--- src/rtl/mc_control.sv ---
// Multicycle control FSM for the 16-bit RISC core.
// Sequences fetch, decode, execute, memory and writeback steps for one
// instruction at a time, stalls on the memory ready handshake, and counts
// retired instructions. Datapath controls are decoded from the state register,
// gated by the handshake inputs, and forced low while reset is asserted.
module mc_control #(
  parameter int n = 16
) (
  input  logic         clk,
  input  logic         reset,
  input  logic [3:0]   opcode,
  input  logic         zero,
  input  logic         mem_ready,
  output logic         memread,
  output logic         memwrite,
  output logic         iord,
  output logic         irwrite,
  output logic         pcen,
  output logic [1:0]   pcsrc,
  output logic         alusrca,
  output logic [1:0]   alusrcb,
  output logic [1:0]   aluop,
  output logic         regwrite,
  output logic         regdst,
  output logic         memtoreg,
  output logic         halted,
  output logic [n-1:0] instret
);

  typedef enum logic [3:0] {
    FETCH   = 4'd0,
    DECODE  = 4'd1,
    MEMADR  = 4'd2,
    MEMRD   = 4'd3,
    MEMWB   = 4'd4,
    MEMWR   = 4'd5,
    EXECUTE = 4'd6,
    ALUWB   = 4'd7,
    BRANCH  = 4'd8,
    IEXEC   = 4'd9,
    IWB     = 4'd10,
    JUMP    = 4'd11,
    HALT    = 4'd12
  } state_t;

  localparam logic [3:0] OP_RTYPE = 4'b0000;
  localparam logic [3:0] OP_LW    = 4'b0001;
  localparam logic [3:0] OP_SW    = 4'b0010;
  localparam logic [3:0] OP_BEQ   = 4'b0011;
  localparam logic [3:0] OP_ADDI  = 4'b0100;
  localparam logic [3:0] OP_SLTI  = 4'b0101;
  localparam logic [3:0] OP_J     = 4'b0110;

  state_t       state_r;
  logic [n-1:0] instret_r;
  logic         pcwrite_s;
  logic         branch_s;
  logic         retire_s;

  assign instret = instret_r;
  // The PC loads on an unconditional write or on a taken branch.
  assign pcen    = pcwrite_s | (branch_s & zero);

  // Flags the cycle in which the current instruction finishes and FETCH follows.
  always_comb begin
    retire_s = 1'b0;
    case (state_r)
      MEMWB, ALUWB, BRANCH, IWB, JUMP: retire_s = 1'b1;
      MEMWR:                           retire_s = mem_ready;
      default:                         retire_s = 1'b0;
    endcase
  end

  // State register and retired-instruction counter; reset wins over everything.
  always_ff @(posedge clk) begin
    if (reset) begin
      state_r   <= FETCH;
      instret_r <= {n{1'b0}};
    end else begin
      if (retire_s) begin
        instret_r <= instret_r + {{(n-1){1'b0}}, 1'b1};
      end else begin
        instret_r <= instret_r;
      end
      case (state_r)
        FETCH:   state_r <= mem_ready ? DECODE : FETCH;
        DECODE: begin
          case (opcode)
            OP_RTYPE:        state_r <= EXECUTE;
            OP_LW, OP_SW:    state_r <= MEMADR;
            OP_BEQ:          state_r <= BRANCH;
            OP_ADDI, OP_SLTI: state_r <= IEXEC;
            OP_J:            state_r <= JUMP;
            default:         state_r <= HALT;
          endcase
        end
        MEMADR:  state_r <= (opcode == OP_SW) ? MEMWR : MEMRD;
        MEMRD:   state_r <= mem_ready ? MEMWB : MEMRD;
        MEMWB:   state_r <= FETCH;
        MEMWR:   state_r <= mem_ready ? FETCH : MEMWR;
        EXECUTE: state_r <= ALUWB;
        ALUWB:   state_r <= FETCH;
        BRANCH:  state_r <= FETCH;
        IEXEC:   state_r <= IWB;
        IWB:     state_r <= FETCH;
        JUMP:    state_r <= FETCH;
        HALT:    state_r <= HALT;
        // Unreachable encodings park safely, like an illegal opcode.
        default: state_r <= HALT;
      endcase
    end
  end

  // Decodes every datapath control from the current state; all low under reset.
  always_comb begin
    memread   = 1'b0;
    memwrite  = 1'b0;
    iord      = 1'b0;
    irwrite   = 1'b0;
    pcwrite_s = 1'b0;
    branch_s  = 1'b0;
    pcsrc     = 2'b00;
    alusrca   = 1'b0;
    alusrcb   = 2'b00;
    aluop     = 2'b00;
    regwrite  = 1'b0;
    regdst    = 1'b0;
    memtoreg  = 1'b0;
    halted    = 1'b0;
    if (reset) begin
      // Reset masks all controls, abandoning any access in progress.
      halted = 1'b0;
    end else begin
      case (state_r)
        FETCH: begin
          memread   = 1'b1;
          alusrcb   = 2'b01;
          aluop     = 2'b11;
          // IR load and PC increment pulse only in the cycle memory completes.
          irwrite   = mem_ready;
          pcwrite_s = mem_ready;
        end
        DECODE: begin
          alusrcb = 2'b11;
          aluop   = 2'b11;
        end
        MEMADR: begin
          alusrca = 1'b1;
          alusrcb = 2'b10;
          aluop   = 2'b11;
        end
        MEMRD: begin
          memread = 1'b1;
          iord    = 1'b1;
        end
        MEMWB: begin
          regwrite = 1'b1;
          memtoreg = 1'b1;
        end
        MEMWR: begin
          memwrite = 1'b1;
          iord     = 1'b1;
        end
        EXECUTE: begin
          alusrca = 1'b1;
          aluop   = 2'b00;
        end
        ALUWB: begin
          regwrite = 1'b1;
          regdst   = 1'b1;
        end
        BRANCH: begin
          alusrca  = 1'b1;
          aluop    = 2'b10;
          branch_s = 1'b1;
          pcsrc    = 2'b01;
        end
        IEXEC: begin
          alusrca = 1'b1;
          alusrcb = 2'b10;
          aluop   = (opcode == OP_SLTI) ? 2'b01 : 2'b11;
        end
        IWB: begin
          regwrite = 1'b1;
        end
        JUMP: begin
          pcwrite_s = 1'b1;
          pcsrc     = 2'b10;
        end
        HALT: begin
          halted = 1'b1;
        end
        default: begin
          halted = 1'b1;
        end
      endcase
    end
  end

endmodule

--- config.mk ---
export PLATFORM = sky130hd
export DESIGN_NAME = mc_control
export DESIGN_NICKNAME = d
export VERILOG_FILES = /design/src/rtl/mc_control.sv
export SDC_FILE = /design/constraint.sdc
export NUM_CORES = 1
export LEC_CHECK = 0
export ABC_AREA = 1
export ABC_CLOCK_PERIOD_IN_PS = 1700
export BUFFER_PORTS_ARGS = -buffer_cell sky130_fd_sc_hd__buf_2
export CAP_MARGIN = 30
export CORE_ASPECT_RATIO = 1.5
export CORE_UTILIZATION = 51
export DETAILED_ROUTE_END_ITERATION = 8
export PLACE_DENSITY = 0.88
export SLEW_MARGIN = 25
export SYNTH_ARGS = -nofsm -noshare
export SYNTH_HDL_FRONTEND = slang
export SYNTH_SLANG_ARGS = --single-unit
--- constraint.sdc ---
create_clock -name clk -period 1.7 [get_ports clk]
set_input_delay 0.085 -clock clk [delete_from_list [all_inputs] [get_ports clk]]
set_output_delay 0.085 -clock clk [all_outputs]
set_load 0.05 [all_outputs]
=== Word-level counts from Yosys, hierarchy flattened ===
Index checks and enable logic that the tools add are counted.

* Word-level logic and storage cells: 70
* Register bits: 20
* Output and inout bits: 32
* Bits of input ports: 8

* Reduce and logical (&&, ||, !) cells: 12
* $add $sub $neg: 1
* Muxes and demuxes: 36
* Eq/ne operators: 17
* Bitwise operators: 2

{| class="wikitable"
|+ Operators with widths
! kind !! count
|-
| $pmux W4 S8 || 1
|-
| $eq A4 B3 Y1 const B || 7
|-
| $mux W1 || 22
|-
| $pmux W4 S5 || 1
|-
| $add A16 B1 Y16 const B || 1
|-
| $eq A4 B2 Y1 const B || 4
|-
| $eq A4 B4 Y1 const B || 4
|-
| $pmux W2 S3 || 2
|-
| $reduce_or A12 Y1 || 1
|-
| $reduce_or A2 Y1 || 5
|-
| $mux W3 || 3
|-
| $eq A4 B1 Y1 const B || 2
|-
| $logic_not A4 Y1 || 2
|-
| $mux W2 || 4
|-
| $reduce_or A3 Y1 || 2
|-
| $reduce_or A5 Y1 || 1
|-
| $pmux W1 S2 || 2
|-
| $pmux W2 S2 || 1
|-
| $reduce_or A4 Y1 || 1
|-
| $and A1 B1 Y1 || 1
|-
| $or A1 B1 Y1 || 1
|}

=== Depth between registers and ports, before layout ===
Gate-level depths: netlist of the first run.

* Depth after elaboration: 5
* Gate-level depth with buffers: 10
* Mapped depth without buffers: 9

=== Worst setup path before layout of the first run ===
No wires, ideal clock.

* Path kind: register to output
* From: register state_r[3]
* To: output pcen
* Setup slack: -0.651 ns
* Arrival time: 2.266 ns
* Stages on the path, launching flop included: 6
* Buffers on the path: 0
* Path through: dfxtp_1 > inv_2 > nor2_4 > inv_1 > nor3_1 > a211o_1

* Cells in the longest elaborated chain, start to end: 5

{| class="wikitable"
|+ RTL lines
! what !! line !! source
|-
| start, declared || 54 || <nowiki>state_t state_r;</nowiki>
|-
| start signal, assigned || 86 || <nowiki>FETCH: state_r <= mem_ready ? DECODE : FETCH;</nowiki>
|-
| start signal, assigned || 97 || <nowiki>MEMADR: state_r <= (opcode == OP_SW) ? MEMWR : MEMRD;</nowiki>
|-
| start signal, assigned || 98 || <nowiki>MEMRD: state_r <= mem_ready ? MEMWB : MEMRD;</nowiki>
|-
| $eq A4 B4 Y1 || 134 || <nowiki>case (state_r)</nowiki>
|-
| $mux W1 || 134 ||
|-
| $mux W1 || 130 || <nowiki>if (reset) begin</nowiki>
|-
| $and A1 B1 Y1 || 62 || <nowiki>assign pcen = pcwrite_s | (branch_s & zero);</nowiki>
|-
| $or A1 B1 Y1 * || 62 ||
|-
| end, declared || 18 || <nowiki>output logic pcen,</nowiki>
|}

Every way passes the cells marked *; elsewhere a longest branch is shown, timed or not.

=== Final worst setup path of the first run ===
* From: register state_r[1]
* To: output regwrite

* Cells in the longest elaborated chain, start to end: 4

{| class="wikitable"
|+ RTL lines
! what !! line !! source
|-
| $eq A4 B4 Y1 or $eq A4 B3 Y1 (tied branches) || 134 ||
|-
| $reduce_or A3 Y1 (no line) * || -- ||
|-
| $mux W1 * || 134 ||
|-
| $mux W1 * || 130 ||
|-
| end, declared || 23 || <nowiki>output logic regwrite,</nowiki>
|}

Marked as above.

==> results of run 1 <==
## cell usage in the layout (no fill, tap or decap)
cell / Yosys / routed
a21oi_1: 15 / 15
nand3_2: 1 / 1
nand2_2: 1 / 1
nor3_1: 7 / 5
o21ai_0: 5 / 5
o21a_1: 1 / 1
nor2_4: 1 / 3
nand3_1: 20 / 20
nor3_4: 0 / 1
a21oi_2: 2 / 2
nand4_1: 7 / 7
nand2_1: 62 / 61
nand3_4: 1 / 1
dfxtp_1: 20 / 14
nor2_2: 4 / 8
clkbuf_4: 0 / 3
inv_1: 30 / 28
inv_2: 2 / 4
ha_1: 1 / 1
buf_4: 0 / 6
buf_2: 0 / 35
a31oi_1: 2 / 2
dfxtp_4: 0 / 2
dfxtp_2: 0 / 4
buf_6: 2 / 1
xnor2_1: 1 / 1
a211o_1: 1 / 1
nor3_2: 0 / 1
nand2_4: 0 / 1
nor2_1: 44 / 38
## cell type report
cell class / instances / area, sq um / area share
clock buffers: 3 / 22.5 / 0.0133
well taps: 36 / 45.0 / 0.0266
multi-input cells: 176 / 863 / 0.509
repair buffers: 42 / 231 / 0.137
flip-flops and latches: 20 / 413 / 0.244
inverters: 32 / 120 / 0.0708
## path summary, 6_finish.rpt
check | from | to | slack, ns | cells after the start
worst max register to register | state_r[1] | instret[6] | 0.20 | 7
worst min register to register | instret[0] | instret[0] | 0.49 | 1
worst min-delay path | reset | instret[1] | 0.12 | 2
worst max-delay path | state_r[1] | regwrite | 0.06 | 5
## registers in the layout, summed over array words and instances (netlist names)
name and cells:
instret 16, state_r 4
## kinds of logic (layout without fill, tap and decap cells)
logic type                 count (synthesis)  count (layout)  share of synthesized area
AOI/OAI and AO/OA                         26              26                      0.106
xor gates and xnor gates                   1               1                    0.00633
and+or+nand+nor                          148             148                      0.467
adders and majority gates                  1               1                    0.00904
DFF                                       20              20                      0.289
buffers and inverters                     38              77                      0.122
## where the power goes
part           internal (mW)  switching, mW  total (mW)
combinational          0.108          0.304       0.413
sequential             0.485         0.0226       0.507
clock                 0.0826          0.141       0.224
## layer usage
metal / vias to the layer above / share of wire
li1: 825 / -
met1: 703 / 0.38
met2: 55 / 0.54
met3: 14 / 0.039
met4: 0 / 0.038
met5: - / 0
## worst max-delay path: stages (launching register included)
cell	delay, ns
dfxtp_4	0.41
inv_1	0.09
nand2_1	0.14
nand3_2	0.13
a21oi_1	0.18
buf_2	0.29
## what timing repair did
action                                  4_1_cts  5_1_grt
cloned                                        0        0
gates resized for setup                       9       12
endpoints found under the setup margin        6       10
hold buffers                                  0        0
==> impl_metrics.env, run 1 <==
export IMPL_status="completed"
export IMPL_drt_iter0_drc=51
export IMPL_max_freq_ghz=0.610
export IMPL_setup_viol=0
export IMPL_ys_flop_type="dfxtp_1"
export IMPL_remaining_drc_errors=0
export IMPL_track_usage=0.247
export IMPL_die_y_microns=65.8
export IMPL_yosysTopAreaCell="dfxtp_1"
export IMPL_yosysWarnings=0
export IMPL_worst_pin_slew_ns=0.285
export IMPL_clkSinkCount=20
export IMPL_syn_area_sq_um=1380
export IMPL_cts_root_buf="clkbuf_4"
export IMPL_crit_fanout=8
export IMPL_dp_slack_ns=0.216
export IMPL_vias_per_cell=5.17
export IMPL_grt_overflow_total=0
export IMPL_dieArea_sq_um=2930
export IMPL_grt_pass1_wl_microns=5650
export IMPL_hold_worst_slack_ns=0.119
export IMPL_p_total_mw=1.14
export IMPL_synth_avg_cell_area_sq_um=5.91
export IMPL_ys_seq_area_frac=0.289
export IMPL_layout_cells_non_filler=309
export IMPL_io_pins=40
export IMPL_fin_util=0.677
export IMPL_first_pass_iters=4
export IMPL_fp_coreArea_sq_um=2500
export IMPL_finalHoldViolCount=0
export IMPL_period_share=0.964
export IMPL_routed_wl_microns=3310
export IMPL_synth_async_sr_flop_share=0
export IMPL_worstSetupPathType="flip-flop to primary output"
export IMPL_place_congestion=0.875
export IMPL_area_delta_synth_final_pct=22.5
export IMPL_irDropWorstVdd_mv=0.448
export IMPL_use_met2=0.465
export IMPL_finalMaxSlewViolations=0
export IMPL_yosysMostFrequentCell="nand2_1"
export IMPL_place_area_sq_um=1620
export IMPL_post_route_min_period_ns=1.64
export IMPL_final_area_sq_um=1700
export IMPL_setup_slack_ns=0.0620
export IMPL_cts_buffers=3
export IMPL_synthTopCellsByCount="nand2_1 (62), nor2_1 (44), inv_1 (30)"
export IMPL_fillCellCount=223
export IMPL_p_leak_nw=0.834
export IMPL_htree_levels=1
export IMPL_placedCellCount=306
export IMPL_synth_fp_nets=243
export IMPL_cp_arrival_ns=1.55
export IMPL_nets=284
export IMPL_grt_pass1_vias=1481
export IMPL_synth_edf_count=0
export IMPL_skew_ns=0.00285
export IMPL_io_buffers=39
export IMPL_yosysUniqueCellTypes=25
export IMPL_cts_tree="built"
export IMPL_wl_per_cell_microns=10.7
export IMPL_cts_setup_buffers=0
export IMPL_synthCells=234
export IMPL_start_kind="flip-flop"
export IMPL_yosys_top_cells_area="dfxtp_1 (29%), nand2_1 (17%), nor2_1 (12%), inv_1 (8.1%), nand3_1 (7.2%)"
export IMPL_clock_latency_ns=0.30
export IMPL_use_met3=0.0191
export IMPL_cts_clk_slew_worst_paths_ns=0.11
export IMPL_powerDensity_nw_per_um2=675
export IMPL_clockBufferDepth=2
export IMPL_critical_path_required_ns=1.62
export IMPL_drtAntennaViolNets=0
export IMPL_antenna_found_initial=0
export IMPL_vias=1597
export IMPL_initial_core_util=0.552
export IMPL_final_setup_tns_ns=0
export IMPL_rows=22
export IMPL_n_antenna_cell=0
export IMPL_critPathCaptureType="primary output"
export IMPL_synth_top_area_share=0.289
export IMPL_drive_above_1_share=0.271
export IMPL_grt_busiest_layer="met2"
export IMPL_grt_max_degree=28
export IMPL_worstHoldPathType="input port to flip-flop"
export IMPL_met1_usage=0.250
export IMPL_dp_hpwl_microns=2590
export IMPL_dieWidth_microns=44.5
export IMPL_maxSlewHeadroom=0.810
export IMPL_synth_seq_cells=20
export IMPL_maxCapViolCount=0
Note: power is estimated with default switching activity, not from simulation.
==> run 2, diff against run 1 <==
--- a/config.mk
+++ b/config.mk
@@ -13,6 +13,7 @@
 export CORE_UTILIZATION = 51
 export DETAILED_ROUTE_END_ITERATION = 8
 export PLACE_DENSITY = 0.88
+export RECOVER_POWER = 25
 export SLEW_MARGIN = 25
 export SYNTH_ARGS = -nofsm -noshare
 export SYNTH_HDL_FRONTEND = slang
==> run 2 against run 1 <==
Effect of this change:
- combinational power about the same
- routed wire length up 0.30%
- sequential cell count did not move
- highest routed layer unchanged
- critical path depth did not move
- clock skew increased by 0.00059 ns
- sequential power hardly changed
- largest cell class unchanged
- worst setup slack got worse by 0.0021 ns
==> impl_metrics.env, run 2 (synthesized netlist as in run 1, its figures left out) <==
export IMPL_hold_path_end="instret[1]"
export IMPL_p_int_uw=675
export IMPL_dp_slack_ns=0.216
export IMPL_drt_iter0_drc=40
export IMPL_p_sw_frac=0.409
export IMPL_vias=1598
export IMPL_area_delta_synth_final_pct=21.4
export IMPL_grt_pass1_vias=1481
export IMPL_first_pass_iters=4
export IMPL_fillCellCount=227
export IMPL_wl_per_cell_microns=10.7
export IMPL_worstSetupPathType="flip-flop to primary output"
export IMPL_critPathCaptureType="primary output"
export IMPL_dr_wl_met3_microns=128
export IMPL_io_buffers=39
export IMPL_rrSetupSlack_ns=0.20
export IMPL_cts_tree="built"
export IMPL_setup_viol=0
export IMPL_clockBufferDepth=2
export IMPL_io_pins=40
export IMPL_post_route_min_period_ns=1.64
export IMPL_place_area_sq_um=1620
export IMPL_p_comb_frac=0.360
export IMPL_n_antenna_cell=0
export IMPL_mostFrequentLayoutCells="nand2_1 (61), nor2_1 (38), inv_1 (28), buf_2 (23), nand3_1 (20)"
export IMPL_clock_latency_ns=0.30
export IMPL_dieArea_sq_um=2930
export IMPL_cts_setup_buffers=0
export IMPL_largest_reg_flops=16
export IMPL_routed_wl_microns=3320
export IMPL_placedCellCount=306
export IMPL_cts_clk_slew_worst_paths_ns=0.11
export IMPL_hold_buffers=0
export IMPL_layout_cells_non_filler=309
export IMPL_start_kind="flip-flop"
export IMPL_seq_power_share=0.444
export IMPL_antenna_found_initial=0
export IMPL_finalMaxSlewViolations=0
export IMPL_r2r_start="state_r[1]"
export IMPL_met2_wirelength_microns=1810
export IMPL_grt_overflow_total=0
export IMPL_worst_pin_slew_ns=0.592
export IMPL_die_y_microns=65.8
export IMPL_cp_slowest_stage_delay_ns=0.41
export IMPL_cts_buffers=3
export IMPL_final_common_cell="nand2_1"
export IMPL_status="completed"
export IMPL_crit_chain="inv_1 -> nand2_1 -> nand3_2 -> a21oi_1 -> buf_2"
export IMPL_dp_hpwl_microns=2590
export IMPL_setup_slack_ns=0.0598
export IMPL_period_share=0.965
export IMPL_drt_met1_wl_microns=1250
export IMPL_remaining_drc_errors=0
export IMPL_crit_start="state_r[1]"
export IMPL_hold_path_depth=2
export IMPL_cts_root_buf="clkbuf_4"
export IMPL_track_usage=0.247
export IMPL_p_leak_nw=0.782
export IMPL_r2r_end="instret[6]"
export IMPL_irDropWorstVdd_mv=0.448
export IMPL_vias_per_cell=5.17
export IMPL_powerDensity_nw_per_um2=680
export IMPL_clkPwrFrac=0.196
export IMPL_min_delay_start="reset"
export IMPL_grt_max_degree=28
export IMPL_power_switching_uw=468
export IMPL_crit_fanout=8
export IMPL_final_setup_tns_ns=0
export IMPL_finalHoldViolCount=0
export IMPL_p_total_mw=1.14
export IMPL_final_area_sq_um=1680
export IMPL_rows=22
export IMPL_worstHoldPathType="input port to flip-flop"
export IMPL_drtAntennaViolNets=0
export IMPL_cp_arrival_ns=1.56
export IMPL_htree_levels=1
export IMPL_nets=284
export IMPL_skew_ns=0.00345
export IMPL_maxSlewHeadroom=0.607
export IMPL_grt_pass1_wl_microns=5650
export IMPL_reg2reg_depth=7
export IMPL_drive_above_1_share=0.227
export IMPL_hold_worst_slack_ns=0.118
export IMPL_dieWidth_microns=44.5
export IMPL_clkSinkCount=20
export IMPL_fin_util=0.671
export IMPL_crit_slowest_cell="dfxtp_4"
export IMPL_dr_max_layer_used="met4"
export IMPL_critical_path_required_ns=1.62
export IMPL_max_freq_ghz=0.610
export IMPL_fp_coreArea_sq_um=2500
export IMPL_maxCapViolCount=0
export IMPL_place_congestion=0.875
export IMPL_initial_core_util=0.552
-- run 2: how the worst max path moves through the flow --
| stage | end | slack, ns |
|---|---|---|
| after global placement | pcen | 0.24 |
| after detailed placement | memread | 0.22 |
| after global routing | pcen | -0.003 |
| final | regwrite | 0.06 |
| after floorplan | alusrcb[0] | -0.03 |
| after CTS | pcen | 0.02 |
-- run 2: repair_timing --
item,CTS,global route
resized for setup,9,12
endpoints found under the setup margin,6,10
pin swaps,0,0
-- run 2: per-layer routing --
metal,vias up,track usage
li1,824,-
met1,707,0.250
met2,53,0.465
met3,14,0.0191
met4,0,0.152
met5,-,0
-- run 2: cell type report --
type / instances / area, sq um / area share
tap: 36 / 45.0 / 0.0268
multi-input combinational: 176 / 863 / 0.514
inverter: 32 / 120 / 0.0715
timing repair buffer: 42 / 216 / 0.129
sequential: 20 / 413 / 0.246
clock buffer: 3 / 22.5 / 0.0134
-- run 2: critical path, delay by kind of cell (launching register included) --
kind                   cells  cell delay (ns)
DFF                        1             0.41
AOI/OAI and AO/OA          1             0.19
and+or+nand+nor            2             0.27
buffers and inverters      2             0.38
-- run 2: power by group through the flow --
stage / Clock (mW) / Combinational [mW] / Sequential (mW)
3_3_place_gp: 0 / 0.376 / 0.514
3_5_place_dp: 0 / 0.380 / 0.515
6_report: 0.224 / 0.411 / 0.508
5_1_grt: 0.242 / 0.442 / 0.512
4_1_cts: 0.228 / 0.394 / 0.506
2_1_floorplan: 0 / 0.309 / 0.525
